### config.mk
export PLATFORM = sky130hd
export DESIGN_NAME = usb_rx_packet_ctrl
export DESIGN_NICKNAME = d
export VERILOG_FILES = /design/src/rtl/usb_rx_packet_ctrl.sv
export SDC_FILE = /design/constraint.sdc
export NUM_CORES = 1
export LEC_CHECK = 0
export BUFFER_PORTS_ARGS = -buffer_cell sky130_fd_sc_hd__buf_4
export CAP_MARGIN = 10
export CORE_MARGIN = 8
export CORE_UTILIZATION = 50
export CTS_CLUSTER_SIZE = 8
export DETAILED_ROUTE_END_ITERATION = 12
export MAX_ROUTING_LAYER = met4
export PLACE_DENSITY = 0.86
export SLEW_MARGIN = 20
export SYNTH_ARGS = -nofsm -noshare
export SYNTH_HDL_FRONTEND = slang
export SYNTH_SLANG_ARGS = --single-unit
### constraint.sdc
create_clock -name clk -period 2.2 [get_ports clk]
set_input_delay 0.11 -clock clk [delete_from_list [all_inputs] [get_ports clk]]
set_output_delay 0.11 -clock clk [all_outputs]
set_load 0.05 [all_outputs]
### src/rtl/usb_rx_packet_ctrl.sv
// Receive-side packet sequencer for a USB full-speed datapath: walks SYNC, PID
// and the PID-selected fields, steering each decoded bit into its register.
module usb_rx_packet_ctrl #(
  parameter logic [7:0] SYNC_PATTERN = 8'b10000000,
  parameter logic [3:0] TOKEN_PID    = 4'b0110,
  parameter logic [3:0] DATA_PID     = 4'b1100,
  parameter logic [3:0] HSHAKE_PID   = 4'b1101,
  parameter int         DATA_BITS    = 64
) (
  input  logic       clk,
  input  logic       rst,
  input  logic       shift_enable,
  input  logic       d_edge,
  input  logic       eop,
  input  logic [7:0] rcv_sync,
  input  logic [7:0] rcv_pid,
  output logic       sync_shift,
  output logic       pid_shift,
  output logic       crc5_shift,
  output logic       crc16_shift,
  output logic       data_shift,
  output logic       rcving,
  output logic       packet_done,
  output logic       rcv_error,
  output logic [1:0] pkt_type
);

  typedef enum logic [3:0] {
    S_IDLE,
    S_SYNC,
    S_CHK_SYNC,
    S_PID,
    S_CHK_PID,
    S_CRC5,
    S_CRC16,
    S_DATA,
    S_WAIT_EOP,
    S_DONE,
    S_EOP_IDLE,
    S_ERR
  } state_t;

  localparam logic [6:0] DATA_LAST = 7'(DATA_BITS - 1);

  state_t     state_q, state_d;
  logic [6:0] cnt_q, cnt_d;
  logic [1:0] pkt_type_q, pkt_type_d;
  logic       rcv_error_q, rcv_error_d;
  logic       rcving_q, rcving_d;
  logic       eop_seen_q, eop_seen_d;

  logic       field_state;
  logic [6:0] field_last;
  state_t     field_next;
  logic       bit_take;

  // Per-field length and successor; only meaningful while field_state is high.
  always_comb begin
    field_state = 1'b0;
    field_last  = 7'd0;
    field_next  = S_IDLE;
    case (state_q)
      S_SYNC:  begin field_state = 1'b1; field_last = 7'd7;  field_next = S_CHK_SYNC; end
      S_PID:   begin field_state = 1'b1; field_last = 7'd7;  field_next = S_CHK_PID;  end
      S_CRC5:  begin field_state = 1'b1; field_last = 7'd4;  field_next = S_WAIT_EOP; end
      S_CRC16: begin field_state = 1'b1; field_last = 7'd15; field_next = S_DATA;     end
      S_DATA:  begin field_state = 1'b1; field_last = DATA_LAST; field_next = S_WAIT_EOP; end
      default: ;
    endcase
  end

  // EOP wins over a coincident bit strobe, so that bit is never shifted.
  assign bit_take = shift_enable & ~eop & field_state;

  always_comb begin
    state_d     = state_q;
    cnt_d       = cnt_q;
    pkt_type_d  = pkt_type_q;
    rcv_error_d = rcv_error_q;
    rcving_d    = rcving_q;
    eop_seen_d  = 1'b0;

    case (state_q)
      S_IDLE: begin
        if (d_edge) begin
          state_d     = S_SYNC;
          cnt_d       = 7'd0;
          rcv_error_d = 1'b0;
          pkt_type_d  = 2'b00;
          rcving_d    = 1'b1;
        end
      end
      S_SYNC, S_PID, S_CRC5, S_CRC16, S_DATA: begin
        if (eop) begin
          state_d = S_ERR;
          cnt_d   = 7'd0;
        end else if (shift_enable) begin
          if (cnt_q == field_last) begin
            state_d = field_next;
            cnt_d   = 7'd0;
          end else begin
            cnt_d = cnt_q + 7'd1;
          end
        end
      end
      S_CHK_SYNC: begin
        state_d = (rcv_sync == SYNC_PATTERN) ? S_PID : S_ERR;
      end
      S_CHK_PID: begin
        if (rcv_pid[7:4] != ~rcv_pid[3:0]) begin
          state_d = S_ERR;
        end else if (rcv_pid[3:0] == TOKEN_PID) begin
          state_d    = S_CRC5;
          pkt_type_d = 2'b01;
        end else if (rcv_pid[3:0] == DATA_PID) begin
          state_d    = S_CRC16;
          pkt_type_d = 2'b10;
        end else if (rcv_pid[3:0] == HSHAKE_PID) begin
          state_d    = S_WAIT_EOP;
          pkt_type_d = 2'b11;
        end else begin
          state_d = S_ERR;
        end
      end
      S_WAIT_EOP: begin
        if (eop) begin
          state_d = S_DONE;
        end else if (shift_enable) begin
          state_d = S_ERR;
        end
      end
      S_DONE: begin
        state_d = S_EOP_IDLE;
      end
      S_EOP_IDLE: begin
        if (!eop) begin
          state_d  = S_IDLE;
          rcving_d = 1'b0;
        end
      end
      S_ERR: begin
        eop_seen_d = eop_seen_q | eop;
        if (eop_seen_q && !eop) begin
          state_d    = S_IDLE;
          rcving_d   = 1'b0;
          eop_seen_d = 1'b0;
        end
      end
      default: begin
        state_d  = S_IDLE;
        rcving_d = 1'b0;
      end
    endcase

    // An EOP that causes the error already counts as seen, so a one-cycle SE0 still recovers.
    if (state_d == S_ERR) begin
      rcv_error_d = 1'b1;
      if (state_q != S_ERR) begin
        eop_seen_d = eop;
      end
    end
  end

  always_ff @(posedge clk or posedge rst) begin
    if (rst) begin
      state_q     <= S_IDLE;
      cnt_q       <= 7'd0;
      pkt_type_q  <= 2'b00;
      rcv_error_q <= 1'b0;
      rcving_q    <= 1'b0;
      eop_seen_q  <= 1'b0;
    end else begin
      state_q     <= state_d;
      cnt_q       <= cnt_d;
      pkt_type_q  <= pkt_type_d;
      rcv_error_q <= rcv_error_d;
      rcving_q    <= rcving_d;
      eop_seen_q  <= eop_seen_d;
    end
  end

  assign sync_shift  = bit_take & (state_q == S_SYNC);
  assign pid_shift   = bit_take & (state_q == S_PID);
  assign crc5_shift  = bit_take & (state_q == S_CRC5);
  assign crc16_shift = bit_take & (state_q == S_CRC16);
  assign data_shift  = bit_take & (state_q == S_DATA);
  assign packet_done = (state_q == S_DONE);
  assign rcving      = rcving_q;
  assign rcv_error   = rcv_error_q;
  assign pkt_type    = pkt_type_q;

endmodule

# Word-level counts from Yosys, hierarchy flattened
# Cells that the tools add are included.
[word_totals]
regBits = 16
in_bits = 21
out_inout_bits = 10
[classes]
n_addsub = 1
n_eq_ne = 25
mux = 39
bitwise = 11
n_reduce_logical = 15
[op_table]
columns = ["operator", "n"]
rows = [
  ["$mux 4", 12],
  ["$pmux 4 s8", 1],
  ["$eq 4x4->1 const B", 7],
  ["$mux 7", 4],
  ["$pmux 6 s4", 1],
  ["$eq 4x3->1 const B", 5],
  ["$pmux 4 s4", 1],
  ["$pmux 7 s2", 1],
  ["$mux 2", 6],
  ["$mux 1", 11],
  ["$reduce_or 9->1", 1],
  ["$eq 4x2->1 const B", 2],
  ["$eq 8x8->1 const B", 1],
  ["$ne 2x2->1 const B", 4],
  ["$ne 4x4->1 const B", 2],
  ["$reduce_and 4->1", 2],
  ["$reduce_bool 2->1", 4],
  ["$add 7x1->7 const B", 1],
  ["$and 1x1->1", 7],
  ["$eq 7x7->1", 1],
  ["$reduce_or 5->1", 1],
  ["$eq 4x1->1 const B", 1],
  ["$logic_not 4->1", 1],
  ["$ne 4x4->1", 1],
  ["other kinds (11)", 13],
]

# Logic depth before layout (Yosys ltp)
# Gate-level depths: netlist (run 1).
[depth]
depth_word = 11
mapped_depth = 8
mapped_depth_nobuf = 6

# Worst setup path after synthesis (run 1)
# Ideal clock, no wire load.
[synth_path]
kind = "reg-to-output"
start = "register state_q[0]"
end = "output port pid_shift"
t_arrival_ps = 2334
slack_ps = -244
stages_incl_launch_ff = 5
path_buffers = 2
path_cell_list = "dfrtp_1 > buf_6 > clkbuf_1 > nand2_1 > nor4_1"
[synth_via]
elab_chain_cells = 5
word_cells_on_any_way = 9
cone_classes = "5 x eq/ne; 1 x mux; 2 x bitwise; 1 x reduce/logical"
[synth_lines]
columns = ["item", "line_no", "source"]
rows = [
  ["from (decl)", "45", "state_t state_q, state_d;"],
  ["from (signal assigned)", "173", "state_q <= state_d;"],
  ["$eq 4x1->1, or another cell as far along", "62", "case (state_q)"],
  ["$reduce_or 5->1 (no line)", "--", ""],
  ["$mux 1", "62", ""],
  ["$and 1x1->1", "73", "assign bit_take = shift_enable & ~eop & field_state;"],
  ["$and 1x1->1 *", "183", "assign pid_shift = bit_take & (state_q == S_PID);"],
  ["to (decl)", "18", "output logic pid_shift,"],
]
# Every way passes the cells marked *; elsewhere a longest branch is shown, timed or not.

# Final worst setup path (run 1)
[layout_path]
start = "register state_q[3]"
end = "register eop_seen_q"
[layout_via]
elab_chain_cells = 10
word_cells_on_any_way = 32
cone_classes = "14 x eq/ne; 14 x mux; 4 x reduce/logical"
[layout_lines]
columns = ["item", "line_no", "source"]
rows = [
  ["$eq 4x1->1 / $eq 4x2->1 (equally long branches)", "62, 83", ""],
  ["$reduce_or 2->1 (no line)", "--", ""],
  ["$pmux 6 s4", "62", ""],
  ["$eq 7x7->1", "98", "if (cnt_q == field_last) begin"],
  ["$mux 4", "98", ""],
  ["$mux 4", "97", "end else if (shift_enable) begin"],
  ["$mux 4", "94", "if (eop) begin"],
  ["$pmux 4 s8", "83", "case (state_q)"],
  ["$eq 4x4->1", "156", "if (state_d == S_ERR) begin"],
  ["$mux 1 *", "156", ""],
  ["named net eop_seen_d", "50", "logic eop_seen_q, eop_seen_d;"],
  ["to (signal assigned)", "178", "eop_seen_q <= eop_seen_d;"],
  ["to (decl)", "50", ""],
]
# The timed path passes the listed nets; every way through them passes the cells marked *.
# A chain may end at the register's enable or synchronous reset.

==> results.json, run 1 <==
{
  "end_kind": "register",
  "hp-start": "rcv_sync[5]",
  "peakVddDrop_mv": 0.792,
  "path_max_fanout": 10,
  "synth_fp_nets": 189,
  "grt_pass1_wl_mm": 6.15,
  "place_congestion": 1.03,
  "hold_path_depth": 5,
  "hold_class": "input pin to register",
  "hold_end": "state_q[3]",
  "ys_ff_latch": 16,
  "avgSynthCellArea_sq_um": 8.20,
  "yosys_warnings": 0,
  "synthTopCellsByCount": "17 x nand2_1, 16 x dfrtp_1, 15 x nor2_1",
  "wirelength_mm": 3.83,
  "critPathTopFamily": "simple AND/OR/NAND/NOR gates",
  "yosysSeqAreaShare_pct": 29.3,
  "path_buf_inv": 0,
  "boundaryPins": 31,
  "period_minus_slack_ps": 2130,
  "yosys.cell_types.count": 56,
  "synth-edff-count": 0,
  "clock_latency_ps": 290,
  "r2r-end": "eop_seen_q",
  "vias": 1440,
  "first_global_vias": 1377,
  "ff2ff_setup_slack_ps": 70,
  "antenna_left": 0,
  "use_met1_pct": 21.7,
  "num_rows": 19,
  "cp_slowest_cell": "dfrtp_1",
  "yosysMostFrequentCell": "nand2_1",
  "n_antenna_cell": 0,
  "syn-cell-area_sq_um": 1370,
  "slew_headroom_pct": 61.1,
  "whs_ps": 169,
  "cpPeakStageDelay_ps": 510,
  "synth_xor_xnor_area_share_pct": 3.84,
  "grt_max_degree": 17,
  "cts_root_buffer": "clkbuf_4",
  "top_usage_layer": "met2",
  "fmax_mhz": 469,
  "power_mw": 1.79,
  "clk_pin_slew_ps": 100,
  "grt_util_all_layers_pct": 17.4,
  "die_x_um": 68.3,
  "synth_top_family_by_area": "simple AND/OR/NAND/NOR gates",
  "synthAdderAreaFrac_pct": 0.914,
  "viasPerCell": 6.23,
  "clock-sinks": 16,
  "finish.utilization_pct": 63.7,
  "cts_tree": "done",
  "antenna_found_initial": 0,
  "drive_above_1_share_pct": 28.0,
  "synth_area_leaders": "dfrtp_1 29%, nand2_1 4.7%, nor2_1 4.1%, a22o_1 3.2%, xnor2_1 3.2%",
  "drtIter0Drc": 85,
  "finalMaxSlewViolations": 0,
  "p_leak_nw": 0.770,
  "die_y_um": 68.3,
  "setup_viol": 0,
  "synth_compound_area_share_pct": 25.2,
  "synth_mux_area_share_pct": 4.94,
  "synth_top_cell_by_area": "dfrtp_1",
  "finalHoldViolCount": 0,
  "post-route-period-util_pct": 96.8,
  "placedCellCount": 226,
  "numPortBuffers": 30,
  "drcViolationCount": 0,
  "yosysTopAreaCellShare_pct": 29.3,
  "synth_simple_gate_area_share_pct": 30.5,
  "synth_async_sr_flop_share_pct": 100,
  "worstReg2RegStart": "state_q[3]",
  "status": "completed",
  "initial_core_util_pct": 51.0,
  "arrival_ps": 2340,
  "drv_cap": 0,
  "grt.overflow.total": 0,
  "grtUsageMet2_pct": 27.4,
  "dp_hpwl_mm": 3.05,
  "cts_buffers": 3,
  "cp_data_required_time_ps": 2410,
  "ctsHtreeMaxLevel": 1,
  "path_class": "register to register",
  "cts_setup_buffers": 0,
  "pwr_density_cell_nw_per_um2": 1040,
  "clock_path_buffers": 2,
  "wl_per_cell_um": 16.6,
  "reg2regPathDepth": 6,
  "fin_nets": 223,
  "start_kind": "register",
  "core-area_sq_um": 2690,
  "tightest_slew_ps": 578,
  "area_delta_synth_final_pct": 25.0,
  "ys.flop_type": "dfrtp_1",
  "instances_no_fill": 231,
  "crit_path_cell_trace": "nand4b_1 > mux2i_1 > o2111ai_2 > or3_1 > a32o_1 > nor3_2",
  "syn_inst": 167,
  "dr.pass1.iters": 4,
  "die-area_sq_um": 4670,
  "finalClockSkew_ps": 9.20,
  "met3_usage_pct": 4.91
}
[worst reg2reg max path, cell delays in order, from the launching register on]
cell and delay (ps):
dfrtp_1 510, nand4b_1 280, mux2i_1 250, o2111ai_2 200, or3_1 400, a32o_1 260, nor3_2 130
[area by class of cell]
class / instances / area (sq um)
Fill cell: 241 / 976
Multi-Input combinational cell: 136 / 923
Sequential cell: 16 / 402
Timing Repair Buffer: 37 / 284
Tap cell: 31 / 38.8
Clock buffer: 4 / 36.3
Inverter: 7 / 26.3
[through the flow]
stage | area, sq um | worst slack [ps] | setup TNS, ps
4_1_cts | 1690 | 63.0 | 0
6_report | 1710 | 69.9 | 0
3_3_place_gp | 1640 | 216 | 0
5_1_grt | 1710 | -1.76 | -1.76
2_1_floorplan | 1380 | 237 | 0
3_5_place_dp | 1640 | 86.7 | 0
[cells by family (layout without fill, tap and decap cells)]
family / count (synthesis) / after routing
adder cells (fa/ha/maj): 1 / 1
AO/OA/AOI/OAI: 45 / 45
flip-flops: 16 / 16
XOR/XNOR: 6 / 6
buffers and inverters: 15 / 48
AND/OR/NAND/NOR: 78 / 78
multiplexers: 6 / 6
[where the power goes]
part / leakage [nW] / switching, mW / internal (mW)
combinational: 0.542 / 0.657 / 0.456
sequential: 0.207 / 0.108 / 0.368
clock: 0.0210 / 0.0966 / 0.101
[metal layers]
layer,wire (um),vias up
met3,345,12
met4,68,0
met1,1530,689
met2,1880,62
li1,-,677
met5,0,-
[how the worst max path moves through the flow]
| stage | startpoint | to | slack (ps) | cells past startpoint |
|---|---|---|---|---|
| 4_1_cts | state_q[2] | rcv_error | 60 | 7 |
| 5_1_grt | state_q[3] | eop_seen_q | -2 | 6 |
| 3_3_place_gp | state_q[2] | rcv_error | 220 | 7 |
| 6_report | state_q[3] | eop_seen_q | 70 | 6 |
| 2_1_floorplan | state_q[0] | rcv_error | 240 | 7 |
| 3_5_place_dp | state_q[2] | rcv_error | 90 | 7 |
[repair_timing]
item,in CTS,in global routing
hold endpoints to repair,16,0
hold buffers,1,0
gates resized for setup,0,4
endpoints found under the setup margin,0,3
[state kept, by name (all words and copies together), names as in the netlist]
signal	count
rcving	1
eop_seen_q	1
state_q	4
rcv_error	1
cnt_q	7
pkt_type	2
[cells in the final DEF (no fill, tap or decap), types with 4 or more instances in the layout]
cell type / n
o21ai_1: 6
and3_1: 4
nor2_1: 15
nand3_1: 5
dfrtp_1: 15
nor3_1: 5
nand2b_1: 6
buf_4: 35
inv_1: 7
a22o_1: 5
xnor2_1: 5
nand2_1: 17
a21oi_1: 7
o21ai_0: 4
nor2b_1: 6
No activity file was read; power rests on OpenSTA's default activity.
==> run 2: changes to the inputs <==
Settings changed: CORE_UTILIZATION 50 to 48.
Clock period 2.2 ns to 1.8 ns, I/O delays scaled along.
==> run 2 against run 1 <==
  * The run now ends with setup timing left
  * Sequential share of layout area fell by 4.0 points
  * Largest power group unchanged
  * Clock power grew 26%
  * Highest routed layer unchanged
  * Largest cell class unchanged
  * Setup slack got worse by 460 ps
  * Sequential power increased by 21%
  * Sequential cell count unchanged
  * Global-route usage rose by 1.2 points
  * Hold slack better by 60 ps
  * Critical path depth rose by 1
  * First-iteration DRC count up 94%
  * Non-clock buffer count is 30 higher
  * Final area up 20%
==> results.json, run 2 (same netlist as run 1, synthesis figures left out) <==
{
  "status": "complete, but fails checks",
  "failed_checks": "setup timing",
  "peakVddDrop_mv": 1.19,
  "cts_root_buffer": "clkbuf_4",
  "clock-sinks": 16,
  "viasPerCell": 6.45,
  "rsz0062_at_grt": "yes",
  "seq_power_share_pct": 19.4,
  "die_x_um": 69.4,
  "finalSetupTns_ps": -3680,
  "critPathTopFamily": "compound AO/OA/AOI/OAI gates",
  "drive_above_1_share_pct": 43.9,
  "cpPeakStageDelay_ps": 460,
  "worstReg2RegStart": "state_q[2]",
  "finalClockSkew_ps": 0.911,
  "antenna_left": 0,
  "cts_buffers": 3,
  "path_buf_inv": 1,
  "power_mw": 2.95,
  "ff2ff_setup_slack_ps": -390,
  "switching_share_pct": 47.3,
  "place_congestion": 0.922,
  "fmax_mhz": 456,
  "hold_path_depth": 4,
  "dp_hpwl_mm": 3.40,
  "path_class": "register to register",
  "p_comb_share_pct": 72.2,
  "wl_per_cell_um": 19.7,
  "largest_register_ffs": 7,
  "reg2regPathDepth": 7,
  "drtIter0Drc": 165,
  "top_layer": "met4",
  "p_leak_nw": 0.940,
  "clock_latency_ps": 300,
  "grt_max_degree": 17,
  "whs_ps": 229,
  "setup_slack_ps": -391,
  "finalHoldViolCount": 0,
  "die-area_sq_um": 4820,
  "wirelength_mm": 5.14,
  "r2r-end": "cnt_q[2]",
  "place_area_sq_um": 1850,
  "grt.overflow.total": 0,
  "first_global_vias": 1551,
  "dp_worst_setup_slack_ps": -225,
  "pwr-share-clk_pct": 8.4,
  "m1WireLength_mm": 1.76,
  "crit_path_cell_trace": "mux2_4 > a211oi_4 > buf_4 > or2_1 > a311o_2 > o21ai_1 > a22o_1",
  "dr.pass1.iters": 5,
  "clk_pin_slew_ps": 100,
  "pwr_density_cell_nw_per_um2": 1440,
  "crit_path_start": "state_q[2]",
  "path_max_fanout": 7,
  "n_antenna_cell": 0,
  "fin_nets": 253,
  "cp_slowest_cell": "dfrtp_2",
  "fillCellCount": 156,
  "core-area_sq_um": 2730,
  "cp_data_required_time_ps": 1990,
  "die_y_um": 69.4,
  "antenna_found_initial": 0,
  "hold_end": "pkt_type[0]",
  "clock_path_buffers": 2,
  "hold_class": "input pin to register",
  "initial_core_util_pct": 50.1,
  "vias": 1683,
  "area_delta_synth_final_pct": 50.4,
  "start_kind": "register",
  "grt_util_all_layers_pct": 18.6,
  "wl_met2_mm": 2.52,
  "final_common_cell": "buf_4",
  "final_cell_mix": "61 x buf_4, 17 x nand2_1, 15 x dfrtp_1",
  "setup_viol": 14,
  "grt_pass1_wl_mm": 7.26,
  "drv_cap": 0,
  "tightest_slew_ps": 625,
  "regMostFlops": "cnt_q",
  "post-route-period-util_pct": 122,
  "end_kind": "register",
  "cts_tree": "done",
  "boundaryPins": 31,
  "arrival_ps": 2380,
  "ctsHtreeMaxLevel": 1,
  "drcViolationCount": 0,
  "numPortBuffers": 30,
  "met3_length_um": 573,
  "finalMaxSlewViolations": 0,
  "internal-power_mw": 1.56,
  "num_rows": 19,
  "period_minus_slack_ps": 2190,
  "hp-start": "rcv_pid[0]",
  "finalInstanceArea_sq_um": 2060,
  "slew_headroom_pct": 58.3,
  "switchingPower_mw": 1.40
}
run 2: worst max path at each step:
| stage | endpoint | slack [ps] | cells after the start |
|---|---|---|---|
| 2_1_floorplan | rcv_error | -100 | 7 |
| 3_3_place_gp | rcv_error | -100 | 6 |
| 3_5_place_dp | state_q[0] | -220 | 7 |
| 4_1_cts | eop_seen_q | -230 | 6 |
| 5_1_grt | cnt_q[2] | -420 | 7 |
| 6_report | cnt_q[2] | -390 | 7 |
run 2: power groups by stage:
stage	combinational [mW]	sequential (mW)	clock (mW)
detailed placement	1.66	0.553	0
global route	2.23	0.578	0.269
floorplan	1.01	0.589	0
global placement	1.60	0.550	0
finish	2.13	0.574	0.248
CTS	1.82	0.550	0.253
run 2: metal layers:
layer / up-vias / GRT usage [%]
li1: 742 / -
met1: 759 / 20.5
met2: 142 / 32.7
met3: 40 / 4.15
met4: 0 / 5.24
met5: - / -
run 2: final cells by class:
cell class	instances	area (sq um)	share of cell area, %
multi-input combinational	136	1030	50.1
clock buffer	4	36.3	1.76
sequential	16	402	19.5
inverter	7	26.3	1.28
tap	31	38.8	1.88
timing repair buffer	67	524	25.5
run 2: timing repair:
item,CTS,global route
setup buffers,2,2
hold buffers,1,0
endpoints found under the setup margin,16,19
hold endpoints to repair,16,0
gates resized for setup,8,21
pin swaps,5,6
run 2: worst min-delay path, cell delays in order:
cell	delay, ps
buf_4	110
mux2i_1	80
nor2_1	100
a22o_1	120
run 2: per-stage QoR:
stage / cells / utilization (%)
2_1_floorplan: 167 / -
3_3_place_gp: 252 / 67.6
3_5_place_dp: 252 / 67.6
4_1_cts: 259 / 71.1
5_1_grt: 261 / 75.3
6_report: 261 / 75.3
